[src/rtl/rr_priority_encoder.sv]
// Multi-hot request encoder with fixed or round-robin selection,
// zero/multi flags, population count and a one-deep output register.
module rr_priority_encoder #(
  parameter int N = 16,
  parameter int W = $clog2(N)
) (
  input  logic         clk,
  input  logic         rst_n,
  input  logic         mode,
  input  logic         in_valid,
  output logic         in_ready,
  input  logic [N-1:0] req,
  output logic         out_valid,
  input  logic         out_ready,
  output logic [W-1:0] idx,
  output logic         zero,
  output logic         multi,
  output logic [W:0]   cnt
);

  logic [W-1:0]   ptr;
  logic [W-1:0]   fix_idx;
  logic [W-1:0]   rr_idx;
  logic [W-1:0]   sel_idx;
  logic [W-1:0]   rot_k;
  logic [W:0]     rr_sum;
  logic [W:0]     pop;
  logic [2*N-1:0] dbl;
  logic [N-1:0]   rot;
  logic           any;
  logic           accept;

  assign in_ready = !out_valid || out_ready;
  assign accept   = in_valid && in_ready;
  assign any      = |req;

  // Fixed priority: lowest set bit wins.
  always_comb begin
    fix_idx = '0;
    for (int i = N - 1; i >= 0; i--) begin
      if (req[i]) fix_idx = W'(i);
    end
  end

  // Round-robin: rotate req so ptr lands at bit 0, find the
  // lowest set bit, then map the offset back modulo N.
  always_comb begin
    dbl   = {req, req} >> ptr;
    rot   = dbl[N-1:0];
    rot_k = '0;
    for (int i = N - 1; i >= 0; i--) begin
      if (rot[i]) rot_k = W'(i);
    end
    rr_sum = {1'b0, ptr} + {1'b0, rot_k};
    if (rr_sum >= (W+1)'(N)) rr_sum = rr_sum - (W+1)'(N);
    rr_idx = rr_sum[W-1:0];
  end

  // Population count over all N request bits.
  always_comb begin
    pop = '0;
    for (int i = 0; i < N; i++) begin
      pop = pop + (W+1)'(req[i]);
    end
  end

  assign sel_idx = mode ? rr_idx : fix_idx;

  // Round-robin pointer: advances past the winner on a nonzero RR accept.
  always_ff @(posedge clk) begin
    if (!rst_n) begin
      ptr <= '0;
    end else if (accept && mode && any) begin
      if (sel_idx == W'(N - 1)) ptr <= '0;
      else                      ptr <= sel_idx + W'(1);
    end
  end

  // Output stage: load on accept, drop valid on a lone consume.
  always_ff @(posedge clk) begin
    if (!rst_n) begin
      out_valid <= 1'b0;
      idx       <= '0;
      zero      <= 1'b0;
      multi     <= 1'b0;
      cnt       <= '0;
    end else if (accept) begin
      out_valid <= 1'b1;
      idx       <= any ? sel_idx : '0;
      zero      <= !any;
      multi     <= pop >= (W+1)'(2);
      cnt       <= pop;
    end else if (out_valid && out_ready) begin
      out_valid <= 1'b0;
    end
  end

endmodule

[config.mk]
export PLATFORM = sky130hd
export DESIGN_NAME = rr_priority_encoder
export DESIGN_NICKNAME = d
export VERILOG_FILES = /design/src/rtl/rr_priority_encoder.sv
export SDC_FILE = /design/constraint.sdc
export NUM_CORES = 1
export LEC_CHECK = 0
export ABC_AREA = 0
export CAP_MARGIN = 20
export CORE_ASPECT_RATIO = 0.7
export CORE_MARGIN = 2
export CORE_UTILIZATION = 35
export CTS_CLUSTER_DIAMETER = 100
export DETAILED_ROUTE_END_ITERATION = 7
export PLACE_DENSITY = 0.63
export SYNTH_ARGS = -nofsm -noshare
export SYNTH_HDL_FRONTEND = slang
export SYNTH_SLANG_ARGS = --single-unit
[constraint.sdc]
create_clock -name clk -period 5.6 [get_ports clk]
set_input_delay 1.12 -clock clk [delete_from_list [all_inputs] [get_ports clk]]
set_output_delay 1.12 -clock clk [all_outputs]
set_load 0.005 [all_outputs]
==> results of run 1 <==
routing by layer:
layer  GRT usage [%]  vias up  share of wire [%]
li1                -     1179                  -
met1            28.9     1175                 45
met2            32.5      134                 44
met3            3.45       11                9.4
met4            5.99        0                1.3
met5               0        -                  0
metrics by stage:
| stage | TNS, ns | hold WS, ns |
|---|---|---|
| floorplan | 0 | 0.448 |
| global placement | -0.0823 | 0.443 |
| detailed placement | -0.889 | 0.444 |
| CTS | 0 | 0.452 |
| global route | 0 | 0.479 |
| finish | 0 | 0.452 |
worst paths after layout:
check	start	endpoint	slack (ns)	cells after the start
max reg2reg	ptr[2]$_SDFFE_PN0P_	ptr[3]$_SDFFE_PN0P_	0.59	17
min reg2reg	multi$_SDFFE_PN0P_	multi$_SDFFE_PN0P_	0.45	2
max	req[4]	ptr[3]$_SDFFE_PN0P_	0.24	17
min	multi$_SDFFE_PN0P_	multi$_SDFFE_PN0P_	0.45	2
flip-flops by register name (all words and copies together), names as in the netlist:
signal	flops
idx	4
zero	1
multi	1
cnt	5
ptr	4
out_valid	1
cells in the mapped netlist, types with 8 or more instances:
cell type  count
mux2i_1        9
o21ai_0       14
a21oi_1       21
inv_1         22
nor3_1         8
fa_1          11
ha_1          10
nand2_1       35
nor2_1        23
nand3_1        8
dfxtp_1       16
mux4_2        17
clkbuf_1      12
cell type report:
type	instances	area, um2	area share [%]
Multi-Input combinational cell	233	1920	61.3
Timing Repair Buffer	72	636	20.3
Sequential cell	16	320	10.2
Tap cell	94	118	3.75
Inverter	23	86.3	2.75
Clock buffer	4	55.1	1.76
cell usage in the layout (no fill, tap or decap), types with 3 or more instances in the layout:
master	instances
nor2_1	23
buf_4	39
dlymetal6s2s_1	5
clkbuf_8	4
a22oi_1	3
nor2b_1	5
mux2i_1	9
a31oi_1	4
nand2b_1	4
fa_1	11
dfxtp_1	16
o31ai_1	5
mux4_2	17
mux2_2	6
nand3_1	8
and2_1	3
xnor2_1	3
a21o_1	6
clkdlybuf4s50_1	28
o21ai_0	13
nor3_1	8
nand2_1	35
ha_1	9
inv_1	22
a21oi_1	21
nor4_1	4
what timing repair did:
action | CTS | global route
pin swaps | 0 | 1
endpoints found under the setup margin | 1 | 3
gates cloned | 0 | 0
gates resized for setup | 1 | 9
buffers inserted | 0 | 1
logic make-up (layout without fill, tap and decap cells):
family,count (synthesis),after routing,synth area share [%]
AOI/OAI and AO/OA,72,72,20.0
xor gates and xnor gates,5,5,1.83
adders and majority gates,21,21,14.4
buffers and inverters,40,99,7.22
DFF,16,16,13.4
muxes,32,32,22.6
and+or+nand+nor,103,103,20.6
power breakdown:
part	total, W	internal (W)	switching (W)
sequential	0.000146	0.000131	0.0000147
clock	0.000103	0.0000624	0.0000405
combinational	0.000445	0.000220	0.000226
total	0.000694	0.000413	0.000281
worst max-delay path, stage by stage:
cell             delay [ns]
clkdlybuf4s50_1        0.47
mux4_2                 0.51
nor2b_1                0.14
nor3_1                 0.06
a211o_1                0.30
a21oi_1                0.16
o22ai_1                0.11
or3_1                  0.36
and3_1                 0.22
a2111oi_4              0.34
ha_2                   0.26
fa_1                   0.42
a22o_1                 0.28
ha_1                   0.23
a21o_1                 0.16
a21o_1                 0.18
a221oi_2               0.20
==> flow_metrics.env, run 1 <==
export IMPL_synth_edf_count=0
export IMPL_postLayoutCellArea_um2=3140
export IMPL_ys_warn_count=0
export IMPL_drt_antenna_violating_nets=0
export IMPL_dp_slack_ns=-0.361
export IMPL_placed_cell_area_um2=3040
export IMPL_seq_area_frac_synth_pct=13.4
export IMPL_routed_wl_um=7310
export IMPL_place_inst=437
export IMPL_powerDensity_nw_per_um2=221
export IMPL_layout_drive_gt1_share_pct=21.0
export IMPL_total_power_w=0.000694
export IMPL_numCtsBuffers=3
export IMPL_start_util_pct=35.7
export IMPL_vias=2499
export IMPL_worst_clock_skew_ns=0.00467
export IMPL_drcViolationCount=0
export IMPL_io_buffers=33
export IMPL_worst_pin_slew_ns=0.810
export IMPL_routedWlPerCell_um=16.5
export IMPL_antenna_found_initial=0
export IMPL_cts_hold_buffers_added=0
export IMPL_status="finished clean"
export IMPL_die_area_um2=7520
export IMPL_synth_cell_types=53
export IMPL_critPathCaptureType="flop"
export IMPL_die_w_um=103
export IMPL_synth_avg_cell_area_um2=8.28
export IMPL_cp_max_fo=3
export IMPL_synth_main_ff_cell="dfxtp_1"
export IMPL_synth_top_area_share_pct=16.0
export IMPL_core_area_um2=6690
export IMPL_syn_area_um2=2390
export IMPL_cts_buffer_depth=2
export IMPL_cp_start_kind="input pin"
export IMPL_fmax_mhz=187
export IMPL_cts_root_buf="clkbuf_8"
export IMPL_grt_max_degree=26
export IMPL_fin_crit_ns=5.36
export IMPL_clk_insertion_delay_late_ns=0.25
export IMPL_die_height_um=73.2
export IMPL_setup_slack_ns=0.244
export IMPL_gr_total_overflow=0
export IMPL_grt_pass1_wl_um=12100
export IMPL_ys_async_sr_fraction_pct=0
export IMPL_rsz0062_at_grt="false"
export IMPL_antenna_cells=0
export IMPL_fin_nets=391
export IMPL_htreeDepth=1
export IMPL_finalWeightedCongestion=0.977
export IMPL_hp_class="flop to flop"
export IMPL_fillers=670
export IMPL_finalMaxSlewViolations=0
export IMPL_required_ns=5.77
export IMPL_drt_iter0_markers=257
export IMPL_worstSetupPathType="input pin to flop"
export IMPL_grt_use_total_pct=20.5
export IMPL_post_route_util_pct=46.8
export IMPL_via_per_inst=5.65
export IMPL_cts_tree="built"
export IMPL_period_share_pct=95.6
export IMPL_relSlewSlack_pct=45.9
export IMPL_drt_pass1_iterations=5
export IMPL_p_leak_nw=1.31
export IMPL_synthCells=289
export IMPL_ys_seq_elements=16
export IMPL_drv_cap=0
export IMPL_syn_nets=331
export IMPL_rows=25
export IMPL_synth_area_leaders="mux4_2 16%, dfxtp_1 13%, fa_1 9.2%"
export IMPL_ir_drop_v=0.000182
export IMPL_syn_to_final_growth_pct=31.1
export IMPL_setup_viol=0
export IMPL_hold_viol_final=0
export IMPL_io_pins=34
export IMPL_synth_largest_area_cell="mux4_2"
export IMPL_cts_clk_slew_worst_paths_ns=0.06
export IMPL_first_global_vias=2489
export IMPL_worst_ep_arrival_time_ns=5.53
export IMPL_fin_cells=442
export IMPL_dp_hpwl_um=5800
export IMPL_cts_sinks=16
No activity file was read; power rests on OpenSTA's default activity.
==> run 2, diff against run 1 <==
==> constraint.sdc (replaced) <==
create_clock -name clk -period 5.6 [get_ports clk]
set_input_delay 0.56 -clock clk [delete_from_list [all_inputs] [get_ports clk]]
set_output_delay 0.56 -clock clk [all_outputs]
set_load 0.005 [all_outputs]
==> flow_metrics.env, run 2 (synthesis gave the netlist of run 1 again) <==
export IMPL_reg2reg_slack_ns=0.47
export IMPL_p_seq_share_pct=22.8
export IMPL_routed_wl_um=6630
export IMPL_hp_class="flop to flop"
export IMPL_hold_slack_ns=0.458
export IMPL_internal_power_w=0.000371
export IMPL_cp_max_fo=9
export IMPL_post_cts_resized=0
export IMPL_largest_register_ffs=5
export IMPL_drt_iter0_markers=146
export IMPL_most_common_layout_cells="35 x nand2_1, 33 x clkdlybuf4s50_1, 23 x nor2_1"
export IMPL_sw_frac_of_total_pct=42.1
export IMPL_fmax_mhz=189
export IMPL_dp_slack_ns=0.146
export IMPL_worst_clock_skew_ns=0.000640
export IMPL_via_per_inst=5.71
export IMPL_clkPwrFrac_pct=13.0
export IMPL_hold_depth=2
export IMPL_slowest_delay_ns=0.60
export IMPL_multi_input_area_um2=1900
export IMPL_fin_nets=359
export IMPL_worst_pin_slew_ns=0.669
export IMPL_grt_max_degree=25
export IMPL_hp_start="cnt[3]$_SDFFE_PN0P_"
export IMPL_cp_start_kind="input pin"
export IMPL_ir_drop_v=0.000146
export IMPL_top_register="cnt"
export IMPL_die_height_um=73.2
export IMPL_p_sw_w=0.000270
export IMPL_r2r_start="ptr[2]$_SDFFE_PN0P_"
export IMPL_final_common_cell="nand2_1"
export IMPL_worstSetupPathType="input pin to flop"
export IMPL_finalWeightedCongestion=0.873
export IMPL_crit_end="ptr[3]$_SDFFE_PN0P_"
export IMPL_die_area_um2=7520
export IMPL_relSlewSlack_pct=54.2
export IMPL_cts_buffer_depth=2
export IMPL_numCtsBuffers=3
export IMPL_fillers=679
export IMPL_slowest_stage="a2111oi_0"
export IMPL_p_comb_share_pct=64.2
export IMPL_die_w_um=103
export IMPL_drv_cap=0
export IMPL_dp_hpwl_um=5180
export IMPL_gr_total_overflow=0
export IMPL_powerDensity_nw_per_um2=224
export IMPL_cts_tree="built"
export IMPL_cts_root_buf="clkbuf_8"
export IMPL_htreeDepth=1
export IMPL_antenna_cells=0
export IMPL_hold_viol_final=0
export IMPL_cts_clk_slew_worst_paths_ns=0.06
export IMPL_cts_setup_buffers=0
export IMPL_period_share_pct=94.5
export IMPL_critPathCaptureType="flop"
export IMPL_reg2reg_to="ptr[3]$_SDFFE_PN0P_"
export IMPL_reg2regPathDepth=17
export IMPL_fin_crit_ns=5.29
export IMPL_drt_pass1_iterations=5
export IMPL_required_ns=5.76
export IMPL_cts_hold_buffers_added=0
export IMPL_drt_antenna_violating_nets=0
export IMPL_rsz0062_at_grt="false"
export IMPL_setup_slack_ns=0.309
export IMPL_vias=2336
export IMPL_layout_drive_gt1_share_pct=12.1
export IMPL_setup_viol=0
export IMPL_rows=25
export IMPL_grt_use_total_pct=18.2
export IMPL_core_area_um2=6690
export IMPL_grt_pass1_wl_um=10700
export IMPL_start_util_pct=35.7
export IMPL_drcViolationCount=0
export IMPL_status="finished clean"
export IMPL_critical_path_buf_inv_count=2
export IMPL_crit_family="compound AO/OA/AOI/OAI gates"
export IMPL_worst_ep_arrival_time_ns=5.45
export IMPL_register_area_um2=320
export IMPL_first_global_vias=2175
export IMPL_routedWlPerCell_um=16.2
export IMPL_antenna_found_initial=0
export IMPL_syn_to_final_growth_pct=19.6
export IMPL_path_cells="clkdlybuf4s50_1 -> mux4_2 -> inv_1 -> a21oi_1 -> a211o_1 -> a21oi_1 -> o22ai_1 -> or3_1 -> and3_1 -> a2111oi_0 -> ha_1 -> fa_1 -> a22o_1 -> ha_1 -> a21o_1 -> a21o_1 -> a221oi_2"
export IMPL_tns_ns=0
export IMPL_clk_insertion_delay_late_ns=0.24
export IMPL_top_regs="cnt (5), idx (4), ptr (4)"
export IMPL_cts_sinks=16
export IMPL_p_leak_nw=1.10
export IMPL_worstSetupStartpoint="req[5]"
export IMPL_io_pins=34
export IMPL_worst_path_stages=17
export IMPL_finalMaxSlewViolations=0
export IMPL_io_buffers=33
-- run 2: cell count changes in the layout (fill, tap and decap cells not counted) --
cell	change
a2111oi_0	+1
a2111oi_4	-1
buf_12	+1
buf_4	-33
clkbuf_8	-1
clkdlybuf4s50_1	+5
dlymetal6s2s_1	-5
ha_1	+1
ha_2	-1
o21ai_0	+1
o21ai_1	-1
-- run 2: layout make-up --
type | instances | share of cell area, %
Multi-Input combinational cell | 233 | 66.4
Tap cell | 94 | 4.11
Timing Repair Buffer | 40 | 13.8
Sequential cell | 16 | 11.2
Inverter | 23 | 3.02
Clock buffer | 3 | 1.44
-- run 2: worst reg2reg max path, delay by kind of cell, from the launching register on --
kind / cells / cell delay (ns)
AO/OA/AOI/OAI: 8 / 1.95
adder cells (fa/ha/maj): 3 / 0.98
buffers and inverters: 1 / 0.23
flip-flops: 1 / 0.64
multiplexers: 2 / 0.64
AND/OR/NAND/NOR: 3 / 0.61
-- run 2: how the worst min path moves through the flow --
stage	to
2_1_floorplan	multi$_SDFFE_PN0P_
3_3_place_gp	multi$_SDFFE_PN0P_
3_5_place_dp	multi$_SDFFE_PN0P_
4_1_cts	multi$_SDFFE_PN0P_
5_1_grt	cnt[0]$_SDFFE_PN0P_
6_report	cnt[3]$_SDFFE_PN0P_
-- run 2: power groups by stage --
stage               Combinational [W]  Sequential [W]   Clock, W
CTS                          0.000409        0.000147  0.0000857
detailed placement           0.000407        0.000149          0
finish                       0.000412        0.000146  0.0000831
global route                 0.000460        0.000149  0.0000905
floorplan                    0.000279        0.000144          0
global placement             0.000402        0.000149          0
-- run 2: metal layers --
layer  global-route usage (%)  routed length, um  vias to the layer above  part of all wire, %
met5                        0                  0                        -                    0
met4                     3.65                 15                        0                 0.23
met3                     2.39                531                        2                  8.0
met2                     26.4               2800                      104                   42
met1                     28.8               3280                     1111                   49
li1                         -                  -                     1119                    -
-- run 2: per-stage QoR --
step                      util, %  total power (W)  area [um2]  instances
after detailed placement     42.1         0.000555        2820        406
final                        42.7         0.000641        2860        409
after global placement       42.1         0.000551        2820        406
after floorplan                 -         0.000423        2390        289
after global routing         42.7         0.000699        2860        409
after CTS                    42.7         0.000642        2860        409
==> run 3, diff against run 2 <==
Settings changed: CORE_UTILIZATION 35 to 55, PLACE_DENSITY 0.63 to 0.88.
==> flow_metrics.env, run 3 (synthesis gave the netlist of run 1 again) <==
export IMPL_drv_cap=0
export IMPL_grt_pass1_wl_um=10500
export IMPL_routed_wl_um=6370
export IMPL_hp_class="flop to flop"
export IMPL_vias=2372
export IMPL_gr_usage_met1_pct=40.1
export IMPL_grt_use_met2_pct=43.0
export IMPL_drt_iter0_markers=214
export IMPL_post_cts_resized=0
export IMPL_worst_ep_arrival_time_ns=5.27
export IMPL_cp_start_kind="input pin"
export IMPL_path_cells="clkdlybuf4s50_1 -> mux4_2 -> inv_1 -> a21oi_1 -> a211o_1 -> a21oi_1 -> o22ai_1 -> or3_1 -> and3_1 -> a2111oi_0 -> ha_1 -> fa_1 -> a22o_1 -> ha_1 -> a21o_1 -> a21o_1 -> a221oi_2"
export IMPL_cts_hold_buffers_added=0
export IMPL_reg2regPathDepth=17
export IMPL_hold_viol_final=0
export IMPL_cts_root_buf="clkbuf_8"
export IMPL_worst_clock_skew_ns=0.000749
export IMPL_clk_insertion_delay_late_ns=0.26
export IMPL_die_w_um=82.8
export IMPL_status="finished clean"
export IMPL_fmax_mhz=196
export IMPL_layout_drive_gt1_share_pct=12.3
export IMPL_fillers=366
export IMPL_routedWlPerCell_um=17.2
export IMPL_numCtsBuffers=3
export IMPL_finalWeightedCongestion=0.936
export IMPL_rows=20
export IMPL_grt_max_degree=25
export IMPL_top_regs="cnt (5), idx (4), ptr (4)"
export IMPL_grt_busiest_layer="met2"
export IMPL_cp_max_fo=9
export IMPL_worst_path_stages=17
export IMPL_postLayoutCellArea_um2=2810
export IMPL_register_area_um2=320
export IMPL_die_area_um2=4900
export IMPL_cts_buffer_depth=2
export IMPL_multi_input_area_um2=1900
export IMPL_fin_nets=359
export IMPL_fin_crit_ns=5.10
export IMPL_top_register="cnt"
export IMPL_p_leak_nw=1.11
export IMPL_io_pins=34
export IMPL_antenna_found_initial=0
export IMPL_gr_total_overflow=0
export IMPL_critPathCaptureType="flop"
export IMPL_drcViolationCount=0
export IMPL_largest_register_ffs=5
export IMPL_via_per_inst=6.39
export IMPL_io_buffers=33
export IMPL_drt_pass1_iterations=5
export IMPL_die_height_um=59.2
export IMPL_htreeDepth=1
export IMPL_drt_antenna_violating_nets=0
export IMPL_relSlewSlack_pct=56.0
export IMPL_hold_depth=2
export IMPL_required_ns=5.77
export IMPL_powerDensity_nw_per_um2=234
export IMPL_antenna_cells=0
export IMPL_worst_pin_slew_ns=0.641
export IMPL_final_common_cell="nand2_1"
export IMPL_cts_setup_buffers=0
export IMPL_grt_use_total_pct=26.7
export IMPL_syn_to_final_growth_pct=17.6
export IMPL_slowest_delay_ns=0.59
export IMPL_setup_viol=0
export IMPL_grtUsageMet3_pct=2.92
export IMPL_placed_cell_area_um2=2760
export IMPL_tns_ns=0
export IMPL_cts_sinks=16
export IMPL_total_power_w=0.000657
export IMPL_period_share_pct=91.0
export IMPL_most_common_layout_cells="35 x nand2_1, 33 x clkdlybuf4s50_1, 23 x nor2_1"
export IMPL_ir_drop_v=0.000270
export IMPL_dp_hpwl_um=5020
export IMPL_core_area_um2=4250
export IMPL_start_util_pct=56.2
export IMPL_crit_family="compound AO/OA/AOI/OAI gates"
export IMPL_rsz0062_at_grt="false"
export IMPL_slowest_stage="clkdlybuf4s50_1"
export IMPL_post_route_util_pct=66.1
export IMPL_critical_path_buf_inv_count=2
export IMPL_cts_clk_slew_worst_paths_ns=0.07
export IMPL_worstSetupPathType="input pin to flop"
export IMPL_finalMaxSlewViolations=0
export IMPL_first_global_vias=2126
export IMPL_cts_tree="built"
-- run 3: worst paths after layout --
check                                    startpoint             endpoint  slack (ns)
worst max-delay path                         req[3]  ptr[3]$_SDFFE_PN0P_        0.50
worst min-delay path            idx[3]$_SDFFE_PN0P_  idx[3]$_SDFFE_PN0P_        0.46
worst max register to register  ptr[2]$_SDFFE_PN0P_  ptr[3]$_SDFFE_PN0P_        0.62
worst min register to register  idx[3]$_SDFFE_PN0P_  idx[3]$_SDFFE_PN0P_        0.46
-- run 3: per-stage QoR --
stage	setup slack, ns	hold slack (ns)	std cells
6_report	0.504	0.457	371
5_1_grt	0.269	0.484	371
4_1_cts	0.569	0.461	371
3_5_place_dp	0.315	0.450	367
3_3_place_gp	0.502	0.441	367
2_1_floorplan	1.06	0.448	289
-- run 3: worst register-to-register path: cells and delay by family (launching register included) --
family	cells	cell delay (ns)
AOI/OAI and AO/OA	8	1.78
adders and majority gates	3	0.95
DFF	1	0.64
and+or+nand+nor	3	0.64
muxes	2	0.62
buffers and inverters	1	0.27
-- run 3: metal layers --
| metal | share of wire, % | wire, um | vias up |
|---|---|---|---|
| met5 | 0 | 0 | - |
| met4 | 0.60 | 38 | 0 |
| met3 | 9.5 | 608 | 6 |
| met2 | 44 | 2810 | 136 |
| met1 | 46 | 2920 | 1114 |
| li1 | - | - | 1116 |
-- run 3: layout make-up --
type                       instances  area share, %
sequential                        16           11.4
timing repair buffer              40           13.6
inverter                          23           3.07
clock buffer                       4           1.96
multi-input combinational        233           67.5
tap                               55           2.45
-- run 3: power breakdown --
| group | total (W) | internal [W] | switching, W |
|---|---|---|---|
| registers | 0.000147 | 0.000131 | 0.0000152 |
| clock network | 0.000106 | 0.0000625 | 0.0000433 |
| logic | 0.000405 | 0.000190 | 0.000215 |
